==> src/rtl/irq_vic_pkg.sv <==
`default_nettype none
// ============================================================================
//  Module      : irq_vic_pkg
//  Description : Shared constants for the vectored interrupt controller:
//                configuration-select codes and source trigger-mode values.
//  Revision    : 1.0 - initial release
// ============================================================================
package irq_vic_pkg;

    // Configuration write targets (i_cfg_sel)
    localparam logic [1:0] CFG_ENABLE   = 2'd0;
    localparam logic [1:0] CFG_MODE     = 2'd1;
    localparam logic [1:0] CFG_FIQSEL   = 2'd2;
    localparam logic [1:0] CFG_PEND_CLR = 2'd3;

    // Per-source trigger mode bit values
    localparam logic MODE_LEVEL = 1'b0;
    localparam logic MODE_EDGE  = 1'b1;

endpackage : irq_vic_pkg
`default_nettype wire

==> src/rtl/irq_prio_enc.sv <==
`default_nettype none
// ============================================================================
//  Module      : irq_prio_enc
//  Description : Combinational lowest-index-first priority encoder.
//  Ports       : req - request vector (N bits)
//                any - at least one request bit set
//                id  - index of the lowest set bit (0 when none set)
//  Revision    : 1.0 - initial release
// ============================================================================
module irq_prio_enc #(
    parameter  int N    = 8,
    localparam int ID_W = $clog2(N)
) (
    input  logic [N-1:0]    req,
    output logic            any,
    output logic [ID_W-1:0] id
);

    // Scan from the top down so the lowest set index is the last to write id.
    always_comb begin
        id = '0;
        for (int i = N - 1; i >= 0; i--) begin
            if (req[i]) begin
                id = ID_W'(i);
            end
        end
    end

    assign any = |req;

endmodule : irq_prio_enc
`default_nettype wire

==> src/rtl/irq_vic.sv <==
`default_nettype none
// ============================================================================
//  Module      : irq_vic
//  Description : Vectored interrupt controller with per-source enable,
//                level/edge mode and IRQ/FIQ routing. Registered IRQ and FIQ
//                requests with source IDs; each line has an in-service bit
//                that blocks re-assertion until end-of-interrupt.
//  Ports       : clk, rst (sync, active-high), en (core advance enable)
//                i_src        - raw synchronous interrupt sources
//                i_cfg_*      - configuration write port (sel/wdata/we)
//                i_irq_ack/eoi, i_fiq_ack/eoi - handler handshake
//                o_irq_flag/id, o_fiq_flag/id - registered requests
//  Revision    : 1.0 - initial release
// ============================================================================
module irq_vic
    import irq_vic_pkg::*;
#(
    parameter  int NUM_SRC = 8,
    localparam int ID_W    = $clog2(NUM_SRC)
) (
    input  logic               clk,
    input  logic               rst,
    input  logic               en,
    input  logic [NUM_SRC-1:0] i_src,
    input  logic               i_cfg_we,
    input  logic [1:0]         i_cfg_sel,
    input  logic [NUM_SRC-1:0] i_cfg_wdata,
    input  logic               i_irq_ack,
    input  logic               i_irq_eoi,
    input  logic               i_fiq_ack,
    input  logic               i_fiq_eoi,
    output logic               o_irq_flag,
    output logic [ID_W-1:0]    o_irq_id,
    output logic               o_fiq_flag,
    output logic [ID_W-1:0]    o_fiq_id
);

    logic [NUM_SRC-1:0] r_enable;
    logic [NUM_SRC-1:0] r_mode;
    logic [NUM_SRC-1:0] r_fiqsel;
    logic [NUM_SRC-1:0] r_pend;
    logic [NUM_SRC-1:0] r_src_q;
    logic               r_irq_is;
    logic               r_fiq_is;

    logic [NUM_SRC-1:0] w_irq_req;
    logic [NUM_SRC-1:0] w_fiq_req;
    logic               w_irq_any;
    logic               w_fiq_any;
    logic [ID_W-1:0]    w_irq_win;
    logic [ID_W-1:0]    w_fiq_win;
    logic               w_irq_is_eoi;
    logic               w_fiq_is_eoi;
    logic               w_irq_take;
    logic               w_fiq_take;
    logic [NUM_SRC-1:0] w_ack_clr;
    logic [NUM_SRC-1:0] w_pend_clr;
    logic [NUM_SRC-1:0] w_pend_edge;
    logic [NUM_SRC-1:0] w_pend_nxt;
    logic               w_mode_wr;

    // ------------------------------------------------------------------
    // Request vectors and priority resolution
    // ------------------------------------------------------------------
    assign w_irq_req = r_pend & r_enable & ~r_fiqsel;
    assign w_fiq_req = r_pend & r_enable &  r_fiqsel;

    irq_prio_enc #(.N(NUM_SRC)) u_irq_enc (
        .req (w_irq_req),
        .any (w_irq_any),
        .id  (w_irq_win)
    );

    irq_prio_enc #(.N(NUM_SRC)) u_fiq_enc (
        .req (w_fiq_req),
        .any (w_fiq_any),
        .id  (w_fiq_win)
    );

    // ------------------------------------------------------------------
    // Handshake: EOI is applied before ack, so an ack in the same cycle as
    // an EOI is judged against the already-cleared in-service bit.
    // ------------------------------------------------------------------
    assign w_irq_is_eoi = r_irq_is & ~(en & i_irq_eoi);
    assign w_fiq_is_eoi = r_fiq_is & ~(en & i_fiq_eoi);
    assign w_irq_take   = en & i_irq_ack & o_irq_flag & ~w_irq_is_eoi;
    assign w_fiq_take   = en & i_fiq_ack & o_fiq_flag & ~w_fiq_is_eoi;

    always_comb begin
        w_ack_clr = '0;
        if (w_irq_take) w_ack_clr[o_irq_id] = 1'b1;
        if (w_fiq_take) w_ack_clr[o_fiq_id] = 1'b1;
    end

    // ------------------------------------------------------------------
    // Pending next-state. Edge sources: a new rising edge beats any clear.
    // Level sources simply follow the raw input; clears do not touch them.
    // A MODE write flushes everything since old pend bits mean nothing
    // under the new trigger interpretation.
    // ------------------------------------------------------------------
    assign w_mode_wr   = i_cfg_we && (i_cfg_sel == CFG_MODE);
    assign w_pend_clr  = (i_cfg_we && (i_cfg_sel == CFG_PEND_CLR)) ? i_cfg_wdata : '0;
    assign w_pend_edge = (i_src & ~r_src_q) | (r_pend & ~(w_ack_clr | w_pend_clr));
    assign w_pend_nxt  = w_mode_wr ? '0
                       : ((r_mode & w_pend_edge) | (~r_mode & i_src));

    // ------------------------------------------------------------------
    // Source sampling, pending and configuration (independent of en)
    // ------------------------------------------------------------------
    always_ff @(posedge clk) begin
        if (rst) begin
            r_src_q  <= '0;
            r_pend   <= '0;
            r_enable <= '0;
            r_mode   <= {NUM_SRC{MODE_LEVEL}};
            r_fiqsel <= '0;
        end else begin
            r_src_q <= i_src;
            r_pend  <= w_pend_nxt;
            if (i_cfg_we) begin
                case (i_cfg_sel)
                    CFG_ENABLE: r_enable <= i_cfg_wdata;
                    CFG_MODE:   r_mode   <= i_cfg_wdata;
                    CFG_FIQSEL: r_fiqsel <= i_cfg_wdata;
                    default:    ;
                endcase
            end
        end
    end

    // ------------------------------------------------------------------
    // Flags, IDs and in-service bits (advance only while en is high)
    // ------------------------------------------------------------------
    always_ff @(posedge clk) begin
        if (rst) begin
            o_irq_flag <= 1'b0;
            o_irq_id   <= '0;
            o_fiq_flag <= 1'b0;
            o_fiq_id   <= '0;
            r_irq_is   <= 1'b0;
            r_fiq_is   <= 1'b0;
        end else if (en) begin
            o_irq_flag <= w_irq_any & ~r_irq_is;
            o_fiq_flag <= w_fiq_any & ~r_fiq_is;
            if (w_irq_any) o_irq_id <= w_irq_win;
            if (w_fiq_any) o_fiq_id <= w_fiq_win;
            r_irq_is   <= w_irq_is_eoi | w_irq_take;
            r_fiq_is   <= w_fiq_is_eoi | w_fiq_take;
        end
    end

endmodule : irq_vic
`default_nettype wire

==> config.mk <==
export PLATFORM = sky130hd
export DESIGN_NAME = irq_vic
export DESIGN_NICKNAME = d
export VERILOG_FILES = /design/src/rtl/irq_vic_pkg.sv /design/src/rtl/irq_prio_enc.sv /design/src/rtl/irq_vic.sv
export SDC_FILE = /design/constraint.sdc
export NUM_CORES = 1
export LEC_CHECK = 0
export ABC_AREA = 1
export CAP_MARGIN = 20
export CORE_MARGIN = 2
export CORE_UTILIZATION = 57
export CTS_CLUSTER_SIZE = 28
export DETAILED_ROUTE_END_ITERATION = 10
export GPL_TIMING_DRIVEN = 0
export PLACE_DENSITY = 0.94
export SLEW_MARGIN = 20
export SYNTH_ARGS = -nofsm -noshare
export SYNTH_HDL_FRONTEND = slang
export SYNTH_HIERARCHICAL = 1
export SYNTH_SLANG_ARGS = --single-unit
export TNS_END_PERCENT = 50
==> constraint.sdc <==
create_clock -name clk -period 2.2 [get_ports clk]
set_input_delay 0.44 -clock clk [delete_from_list [all_inputs] [get_ports clk]]
set_output_delay 0.44 -clock clk [all_outputs]
set_load 0.01 [all_outputs]
==> out/metrics.cfg, run 1 <==
[timing]
drv_slew=0
tns_ns=0
rsz0062_at_grt=false
max_freq_ghz=0.562
period_share_pct=80.9
tightestPinTransition_ns=0.632
holdWs_ns=0.483
setup_viol=0
clock_skew_ns=0.0111
finalCriticalPeriod_ns=1.78
relSlewSlack_pct=57.9
finalHoldViolCount=0

[clock_network]
clock_sinks=50
ctsHoldBuffers=0
cts_tree=built
root_buffer=clkbuf_8
cts_resized=0
clockBufferDepth=2
htreeDepth=2
cts_post_setup_buffers_inserted=0
clk_latency_ns=0.32
cts_buffers=5
clk_transition_reported_paths_ns=0.10

[layout]
stdcell_count=435
drive_gt1_share_pct=7.27
n_antenna_cell=0
stdcell_area_mm2=0.00287
areaGrowthSynthToFinish_pct=20.1
fin_nets=410
fillers=334

[place]
hpwl_mm=4.46
gp_congestion=0.959
dp.cells=427
port_buffers=32
placed_area_mm2=0.00278

[die]
die-area_mm2=0.00473
core-area_mm2=0.00403
rows=23
start_util_pct=59.4
die_h_um=68.8
io_pins=34
die_w_um=68.8

[logic_synthesis]
ys_seq_area_share_pct=41.8
synth.distinct_cells=20
avgSynthCellArea_um2=6.93
synth_edf_count=0
syn_area_mm2=0.00239
synthArstFlopShare_pct=0
yosysWarnings=6
yosys.area.top_type=dfxtp_1
ys_dominant_reg_cell=dfxtp_1
syn_inst=345
yosysTopAreaCellShare_pct=41.8
synth_area_leaders=dfxtp_1 (42%), nor2_1 (14%), nand2_1 (9.6%), a211oi_1 (8.8%), inv_1 (8.3%)
mappedNetlistNets=371
ys_seq_elements=50

[min_path]
hold_path.class=flop to flop

[drt]
vias=2309
vias_per_cell=5.31
antenna_left=0
route.top_layer_used=met4
drt-initial-drc-count=247
wl_met2_mm=2.76
drt_first_pass_iters=7
dr_wl_met3_um=406
wl_met1_mm=2.49
drc=0
routed_wl_mm=5.79
post_drt_wl_per_cell_um=13.3

[global_routing]
antenna_found_initial=0
grt_pass1_vias=2098
gr-total-overflow=0
globalRouteTotalUtil_pct=27.6
grt_pass1_wl_mm=9.50
grt_max_degree=17

[power_and_ir_drop]
leakage_nw=1.18
power_mw=1.78
power.density_mw_per_mm2=620
ir_worst_vdd_uv=534

[critical_path]
path_buf_inv=1
path_class=flop to primary output
worst_setup_path_end_kind=primary output
cpLargestDelayFamily=buffers and inverters
cp_slowest_cell=clkdlybuf4s50_1
worstSetupStartpointType=flop
critPathRequiredTime_ns=1.76
worstPathCellList=clkdlybuf4s50_1
path_max_fanout=6
critPathArrivalTime_ns=1.34
slowest_delay_ns=0.58

[job]
drv_cap=0

[run_status]
status=finished clean

[power by group]
group | internal (mW) | switching [mW] | leakage (nW) | total (mW)
sequential | 0.950 | 0.0291 | 0.410 | 0.980
clock | 0.259 | 0.325 | 0.0478 | 0.584
combinational | 0.100 | 0.119 | 0.725 | 0.219
[path summary, 6_finish.rpt]
check | from | endpoint | slack (ns) | cells past startpoint
worst max register to register | r_pend[6]$_SDFF_PP0_ | o_fiq_id[0]$_SDFFE_PP0P_ | 0.64 | 8
worst max-delay path | o_irq_id[0]$_SDFFE_PP0P_ | o_irq_id[0] | 0.42 | 1
worst min-delay path | r_fiqsel[2]$_SDFFE_PP0P_ | r_fiqsel[2]$_SDFFE_PP0P_ | 0.48 | 2
worst min register to register | r_fiqsel[2]$_SDFFE_PP0P_ | r_fiqsel[2]$_SDFFE_PP0P_ | 0.48 | 2
[routing by layer]
metal | GRT usage, % | up-vias
met3 | 6.66 | 11
met1 | 34.6 | 1030
li1 | - | 1182
met4 | 10.3 | 0
met5 | 0 | -
met2 | 46.0 | 86
[synthesized netlist by cell type, types with 3 or more instances]
library cell,instances
nand2_1,61
nor2_1,87
inv_1,53
dfxtp_1,50
buf_6,3
a21oi_1,4
a21oi_2,8
clkbuf_1,5
nand3_1,20
nand4_1,10
a211oi_1,28
[cell type report]
cell class                 count  area (um2)  share of cell area, %
tap                           50        62.6                   2.18
inverter                      55         206                   7.18
buffer                         9        60.1                   2.09
timing repair buffer          32         320                   11.1
clock buffer                   6        82.6                   2.87
sequential                    50        1000                   34.8
multi-input combinational    231        1120                   39.1
clock inverter                 2        16.3                  0.566
[metrics by stage]
| step | utilization [%] | worst slack [ns] |
|---|---|---|
| 2_1_floorplan | - | 0.895 |
| 5_1_grt | 71.3 | 0.364 |
| 4_1_cts | 71.3 | 0.419 |
| 3_5_place_dp | 68.9 | 0.245 |
| 3_3_place_gp | 68.9 | 0.296 |
| 6_report | 71.3 | 0.421 |
[cells in the final DEF, fill, tap and decap left out]
cell             Yosys  routed
nor2_1              87      87
nand2_1             61      61
inv_1               53      53
dfxtp_1             50      50
clkdlybuf4s50_1      0      32
a211oi_1            28      28
nand3_1             20      20
nand4_1             10      10
a21oi_2              8       8
clkbuf_8             0       6
clkbuf_1             5       5
a21oi_1              4       4
buf_6                3       3
nor2_2               2       2
inv_2                2       2
a211oi_2             2       2
a2bb2oi_1            2       2
or2_1                2       2
a31oi_1              2       2
nor3_2               2       2
or2_0                1       1
buf_4                1       1
inv_6                0       1
clkinvlp_4           0       1
[cell families (layout without fill, tap and decap cells)]
kind of cell	count (synthesis)	count (layout)	synth area share (%)
AOI/OAI and AO/OA	46	46	14.9
buffers and inverters	64	104	11.1
DFF	50	50	41.8
and+or+nand+nor	185	185	32.2
[state kept, by name (all words and copies together) (netlist names), 3 cells and up]
signal / flops
r_src_q: 8
o_fiq_id: 3
r_enable: 8
r_fiqsel: 8
r_pend: 8
r_mode: 8
o_irq_id: 3
No activity file was read; power rests on OpenSTA's default activity.
==> run 2, diff against run 1 <==
CORE_UTILIZATION = 54   (was 57)
PLACE_DENSITY = 0.9   (was 0.94)
clock period = 1.7 ns   (was 2.2 ns; I/O delays follow)
==> run 2 against run 1 <==
Against the previous run:
- count of clock-buffer cells in the layout stayed put
- critical path depth stayed put
- clock power is 23% higher
- highest routed layer unchanged
==> out/metrics.cfg, run 2 (synthesized netlist as in run 1, its figures left out) <==
[min_path]
whs_path_depth=2  ; unchanged
min_from=rst
holdPathEnd=r_fiqsel[1]$_SDFFE_PP0P_
hold_path.class=input pin to flop

[clock_network]
ctsHoldBuffers=0  ; unchanged
clockBufferDepth=2  ; unchanged
clock_sinks=50  ; unchanged
clk_latency_ns=0.31  ; about the same
cts_post_setup_buffers_inserted=0  ; unchanged
htreeDepth=2  ; unchanged
cts_tree=built
cts_buffers=5  ; unchanged
root_buffer=clkbuf_8
clk_transition_reported_paths_ns=0.08  ; -0.02 ns

[critical_path]
rr_worst_depth=8  ; unchanged
path_max_fanout=5  ; -1
cp_slowest_cell=clkdlybuf4s50_1
critPathRequiredTime_ns=1.36  ; -0.40 ns
slowest_delay_ns=0.57  ; about the same
critPathArrivalTime_ns=1.32  ; -0.02 ns
r2r-start=r_pend[6]$_SDFF_PP0_
path_buf_inv=1  ; unchanged
r2r_slack_ns=0.14  ; -0.50 ns
reg2reg_to=o_fiq_flag$_SDFFE_PP0P_
worstPathCellList=clkdlybuf4s50_1
cpLargestDelayFamily=buffers and inverters
worst_setup_path_end_kind=primary output
worstSetupStartpointType=flop
path_class=flop to primary output

[place]
placed_area_mm2=0.00278  ; about the same
hpwl_mm=4.36  ; -2.3%
port_buffers=32  ; unchanged
gp_congestion=1.01  ; +5.3%

[timing]
max_freq_ghz=0.603
period_share_pct=97.6
tightestPinTransition_ns=0.550  ; -0.0824 ns
drv_slew=0  ; unchanged
relSlewSlack_pct=63.3  ; +5.5 points
setup_viol=0  ; unchanged
finalCriticalPeriod_ns=1.66
clock_skew_ns=0.00721  ; -0.00390 ns
rsz0062_at_grt=false
finalHoldViolCount=0  ; unchanged

[power_and_ir_drop]
ir_worst_vdd_uv=566  ; +5.9%
power.density_mw_per_mm2=789  ; +27%
leakage_nw=1.18  ; about the same
power_mw=2.27  ; +27%

[global_routing]
antenna_found_initial=0  ; unchanged
use_met1_pct=32.0  ; -2.6 points
grtUsageMet3_pct=4.84  ; -1.8 points
gr-total-overflow=0  ; unchanged
grt_busiest_layer=met2
globalRouteTotalUtil_pct=24.3  ; -3.3 points
grt_pass1_wl_mm=9.55  ; +0.51%
grt_pass1_vias=2111  ; +0.62%
global_route.usage.met2_pct=39.8  ; -6.2 points
grt_max_degree=16  ; -1

[layout]
fillers=373  ; +12%
ff_latch_area_mm2=0.00100  ; +0.37%
stdcell_area_mm2=0.00288  ; about the same
areaGrowthSynthToFinish_pct=20.2  ; about the same
final_common_cell=nor2_1
fin_nets=410  ; unchanged
multi_input_area_mm2=0.00112  ; unchanged
n_antenna_cell=0  ; unchanged
drive_gt1_share_pct=8.05  ; +0.78 points
final_cell_mix=nor2_1 (87), nand2_1 (61), inv_1 (53)

[drt]
vias=2335  ; +1.1%
drt-initial-drc-count=159  ; -36%
antenna_left=0  ; unchanged
routed_wl_mm=5.73  ; -1.1%
drt_first_pass_iters=5  ; -2
post_drt_wl_per_cell_um=13.1  ; -1.5%
vias_per_cell=5.34  ; +0.66%
drc=0  ; unchanged

[job]
drv_cap=0  ; unchanged

[die]
core-area_mm2=0.00432  ; +7.3%
die_h_um=70.6  ; +2.6%
die-area_mm2=0.00498  ; +5.2%
start_util_pct=55.3  ; -4.1 points
io_pins=34  ; unchanged
rows=24  ; +4.3%
die_w_um=70.6  ; +2.6%

[run_status]
status=finished clean

## run 2: cell count changes in the layout (fill, tap and decap cells not counted)
cell	delta
clkinv_2	+1
inv_6	-1
dfxtp_1	-3
dfxtp_2	+3
## run 2: final cells by class
class                   instances  area share, %
plain buffers                   9           2.09
clock buffers                   6           2.87
clock inverters                 2          0.435
inverters                      55           7.18
multi-input cells             231           39.1
flip-flops and latches         50           34.9
well taps                      52           2.26
repair buffers                 32           11.1
## run 2: metrics by stage
| stage | util [%] | setup WS [ns] | instances | TNS [ns] | hold slack, ns |
|---|---|---|---|---|---|
| after global placement | 64.2 | -0.0509 | 429 | -0.266 | 0.469 |
| after CTS | 66.4 | 0.0339 | 437 | 0 | 0.394 |
| after detailed placement | 64.2 | -0.0634 | 429 | -0.391 | 0.471 |
| final | 66.5 | 0.0406 | 437 | 0 | 0.385 |
| after floorplan | - | 0.395 | 345 | 0 | 0.447 |
| after global routing | 66.5 | 0.00988 | 437 | 0 | 0.433 |
## run 2: routing by layer
metal / part of all wire (%) / up-vias / wire length, um
li1: - / 1180 / -
met2: 47 / 97 / 2670
met1: 44 / 1047 / 2490
met3: 7.5 / 11 / 429
met5: 0 / - / 0
met4: 2.4 / 0 / 137
## run 2: power by group
group	internal, mW	switching [mW]	leakage, nW	total (mW)
logic	0.129	0.153	0.725	0.282
registers	1.23	0.0386	0.412	1.27
clock network	0.327	0.391	0.0472	0.718
total	1.69	0.582	1.18	2.27
## run 2: worst max-delay path by stage
stage                                        start                 endpoint  depth (start not counted)
after floorplan               r_pend[6]$_SDFF_PP0_  o_irq_flag$_SDFFE_PP0P_                          8
after global placement                          en     r_pend[0]$_SDFF_PP0_                          6
after detailed placement                        en     r_pend[0]$_SDFF_PP0_                          6
after CTS                 o_fiq_id[0]$_SDFFE_PP0P_              o_fiq_id[0]                          1
after global routing      o_fiq_id[1]$_SDFFE_PP0P_              o_fiq_id[1]                          1
final                     o_fiq_id[1]$_SDFFE_PP0P_              o_fiq_id[1]                          1
## run 2: what timing repair did
item / 4_1_cts / 5_1_grt
endpoints found under the setup margin: 0 / 3
resized for setup: 0 / 3
hold endpoints to repair: 0 / 0
==> run 3, diff against run 2 <==
CORE_UTILIZATION = 53   (was 54)
SYNTH_HIERARCHICAL = not set   (was 1)
==> run 3 against run 2 <==
Against the previous run:
- sequential power hardly changed
- via count is 2.9% lower
- register-to-register slack better by 0.25 ns
- synthesized cell count is 7.8% lower
- combinational power is 8.2% lower
- worst hold slack better by 0.092 ns
- clock power is 19% higher
- critical path depth stayed put
- core utilization is 1.6 points higher
- die area is 4.7% lower
- global-route usage is 2.1 points higher
- clock skew is 0.0035 ns higher
- critical endpoint is now o_fiq_id[2]
==> out/metrics.cfg, run 3 <==
[critical_path]
r2r-start=r_fiqsel[5]$_SDFFE_PP0P_
worstPathCellList=clkdlybuf4s50_1
path_class=flop to primary output
critPathArrivalTime_ns=1.32  ; about the same
cp_slowest_cell=clkdlybuf4s50_1
path_max_fanout=5  ; unchanged
path_buf_inv=1  ; unchanged
cpLargestDelayFamily=buffers and inverters
worst_setup_path_end_kind=primary output
critPathRequiredTime_ns=1.36  ; about the same
worstSetupStartpointType=flop
startpoint=o_fiq_id[2]$_SDFFE_PP0P_
slowest_delay_ns=0.57  ; about the same

[global_routing]
grt_pass1_vias=2076  ; -1.7%
antenna_found_initial=0  ; unchanged
grt_pass1_wl_mm=9.05  ; -5.2%
globalRouteTotalUtil_pct=26.5  ; +2.1 points
grt_max_degree=15  ; -1
gr-total-overflow=0  ; unchanged

[timing]
period_share_pct=97.9  ; +0.24 points
finalCriticalPeriod_ns=1.66  ; +0.00415 ns
fin_ws_ns=0.0365  ; -0.00415 ns
finalHoldViolCount=0  ; unchanged
tightestPinTransition_ns=0.635  ; +0.0849 ns
setup_viol=0  ; unchanged
max_freq_ghz=0.601  ; -0.25%
holdWs_ns=0.477  ; +0.0919 ns
drv_slew=0  ; unchanged
rsz0062_at_grt=false
relSlewSlack_pct=57.4  ; -5.9 points
clock_skew_ns=0.0107  ; +0.00352 ns

[place]
gp_congestion=1.00  ; -0.85%
placed_area_mm2=0.00262  ; -5.5%
hpwl_mm=4.21  ; -3.5%
port_buffers=33  ; +3.1%
pre_cts_ws_ns=-0.209  ; -0.146 ns
dp.cells=401  ; -6.5%

[clock_network]
clockBufferDepth=2  ; unchanged
ctsHoldBuffers=0  ; unchanged
cts_buffers=5  ; unchanged
root_buffer=clkbuf_8
cts_post_setup_buffers_inserted=0  ; unchanged
htreeDepth=2  ; unchanged
clk_transition_reported_paths_ns=0.09  ; about the same
clock_sinks=50  ; unchanged
clk_latency_ns=0.31  ; about the same
cts_tree=built
cts_resized=0  ; unchanged

[power_and_ir_drop]
leakage_nw=1.24  ; +5.2%
switchingPower_mw=0.567  ; -2.7%
power.density_mw_per_mm2=869  ; +10%
clockPowerShare_pct=35.7  ; +4.1 points
intPower_mw=1.82  ; +7.7%
power.share.combinational_pct=10.8  ; -1.6 points
p_seq_share_pct=53.4  ; -2.5 points
ir_worst_vdd_uv=506  ; -11%
p_sw_share_pct=23.8  ; -1.9 points

[logic_synthesis]
yosysTopAreaCellShare_pct=44.9  ; +3.0 points
synth_edf_count=0  ; unchanged
ys_seq_area_share_pct=44.9  ; +3.0 points
yosysWarnings=0  ; -6
syn_area_mm2=0.00223  ; -6.7%
yosysMostFrequentCell=nand2_1
synth_area_leaders=dfxtp_1 (45%), nand2_1 (12%), a21oi_1 (8.5%), inv_1 (6.9%), nand3_1 (5.4%)
ys_dominant_reg_cell=dfxtp_1
yosys.area.top_type=dfxtp_1
synthArstFlopShare_pct=0  ; unchanged
syn_inst=318  ; -7.8%
ys_top_cells_by_count=nand2_1 (70), dfxtp_1 (50), inv_1 (41)
avgSynthCellArea_um2=7.02  ; +1.2%
ys_seq_elements=50  ; unchanged
mappedNetlistNets=344  ; -7.3%
synth.distinct_cells=20  ; unchanged

[drt]
drt-initial-drc-count=237  ; +49%
drc=0  ; unchanged
routed_wl_mm=5.73  ; about the same
vias=2267  ; -2.9%
post_drt_wl_per_cell_um=14.0  ; +7.1%
vias_per_cell=5.56  ; +4.0%
antenna_left=0  ; unchanged
drt_first_pass_iters=5  ; unchanged

[die]
core-area_mm2=0.00403  ; -6.8%
die_w_um=68.9  ; -2.4%
die-area_mm2=0.00474  ; -4.7%
io_pins=34  ; unchanged
rows=23  ; -4.2%
die_h_um=68.9  ; -2.4%
start_util_pct=55.4  ; about the same

[layout]
areaGrowthSynthToFinish_pct=23.0
ff_latch_area_mm2=0.00100  ; -0.12%
multi_input_area_mm2=0.00103  ; -8.5%
stdcell_area_mm2=0.00274  ; -4.6%
final_cell_mix=nand2_1 (70), dfxtp_1 (48), inv_1 (41)
fillers=351  ; -5.9%
stdcell_count=408  ; -6.6%
final_common_cell=nand2_1
fin_nets=384  ; -6.3%
drive_gt1_share_pct=7.26  ; -0.79 points
n_antenna_cell=0  ; unchanged

[job]
drv_cap=0  ; unchanged

[min_path]
min_from=r_fiqsel[3]$_SDFFE_PP0P_
hold_path.class=flop to flop

[run_status]
status=finished clean

[run 3: changes by cell type after synthesis, sizes merged, moves of 3 or more]
cell / change
nand4: -10
o211a: +8
nand3: +6
or2: -3
nand2: +11
inv: -11
nor2: -54
o21ai: +32
a211oi: -30
a21oi: +26
[run 3: metrics by stage]
stage	power, mW	util [%]	TNS [ns]
after floorplan	1.42	-	0
after global placement	1.54	65.1	-1.29
after detailed placement	1.55	65.1	-2.27
after CTS	2.38	67.9	0
after global routing	2.47	68.1	0
final	2.38	68.1	0
[run 3: cell type report]
type                       count  area share (%)
sequential                    50            36.6
multi-input combinational    216            37.5
buffer                         8            1.46
inverter                      44            6.02
tap                           50            2.28
clock buffer                   6            3.01
timing repair buffer          33            12.0
clock inverter                 1            1.09
[run 3: logic make-up after synthesis]
family,count (synthesis),synth area share (%)
flip-flops,50,44.9
buffers and inverters,52,9.20
AND/OR/NAND/NOR,133,25.2
AO/OA/AOI/OAI,83,20.8
[run 3: path summary, 6_finish.rpt]
check / slack [ns] / cells after the start / to
worst max-delay path: 0.04 / 1 / o_fiq_id[2]
worst min-delay path: 0.48 / 2 / r_fiqsel[3]$_SDFFE_PP0P_
worst max register to register: 0.39 / 7 / o_irq_id[0]$_SDFFE_PP0P_
worst min register to register: 0.48 / 2 / r_fiqsel[3]$_SDFFE_PP0P_
[run 3: routing by layer]
metal  part of all wire (%)  global-route usage, %  vias to the layer above  routed length [um]
met2                     48                   43.9                      104                2760
li1                       -                      -                     1108                   -
met5                      0                      0                        -                   0
met4                    2.4                   11.0                        0                 139
met3                    8.3                   6.01                       16                 477
met1                     41                   33.1                     1039                2350
[run 3: power by group through the flow]
stage,clock [mW],combinational (mW),sequential (mW)
after floorplan,0,0.130,1.29
after global placement,0,0.243,1.29
after CTS,0.855,0.256,1.27
final,0.851,0.259,1.27
after global routing,0.899,0.287,1.28
after detailed placement,0,0.252,1.30
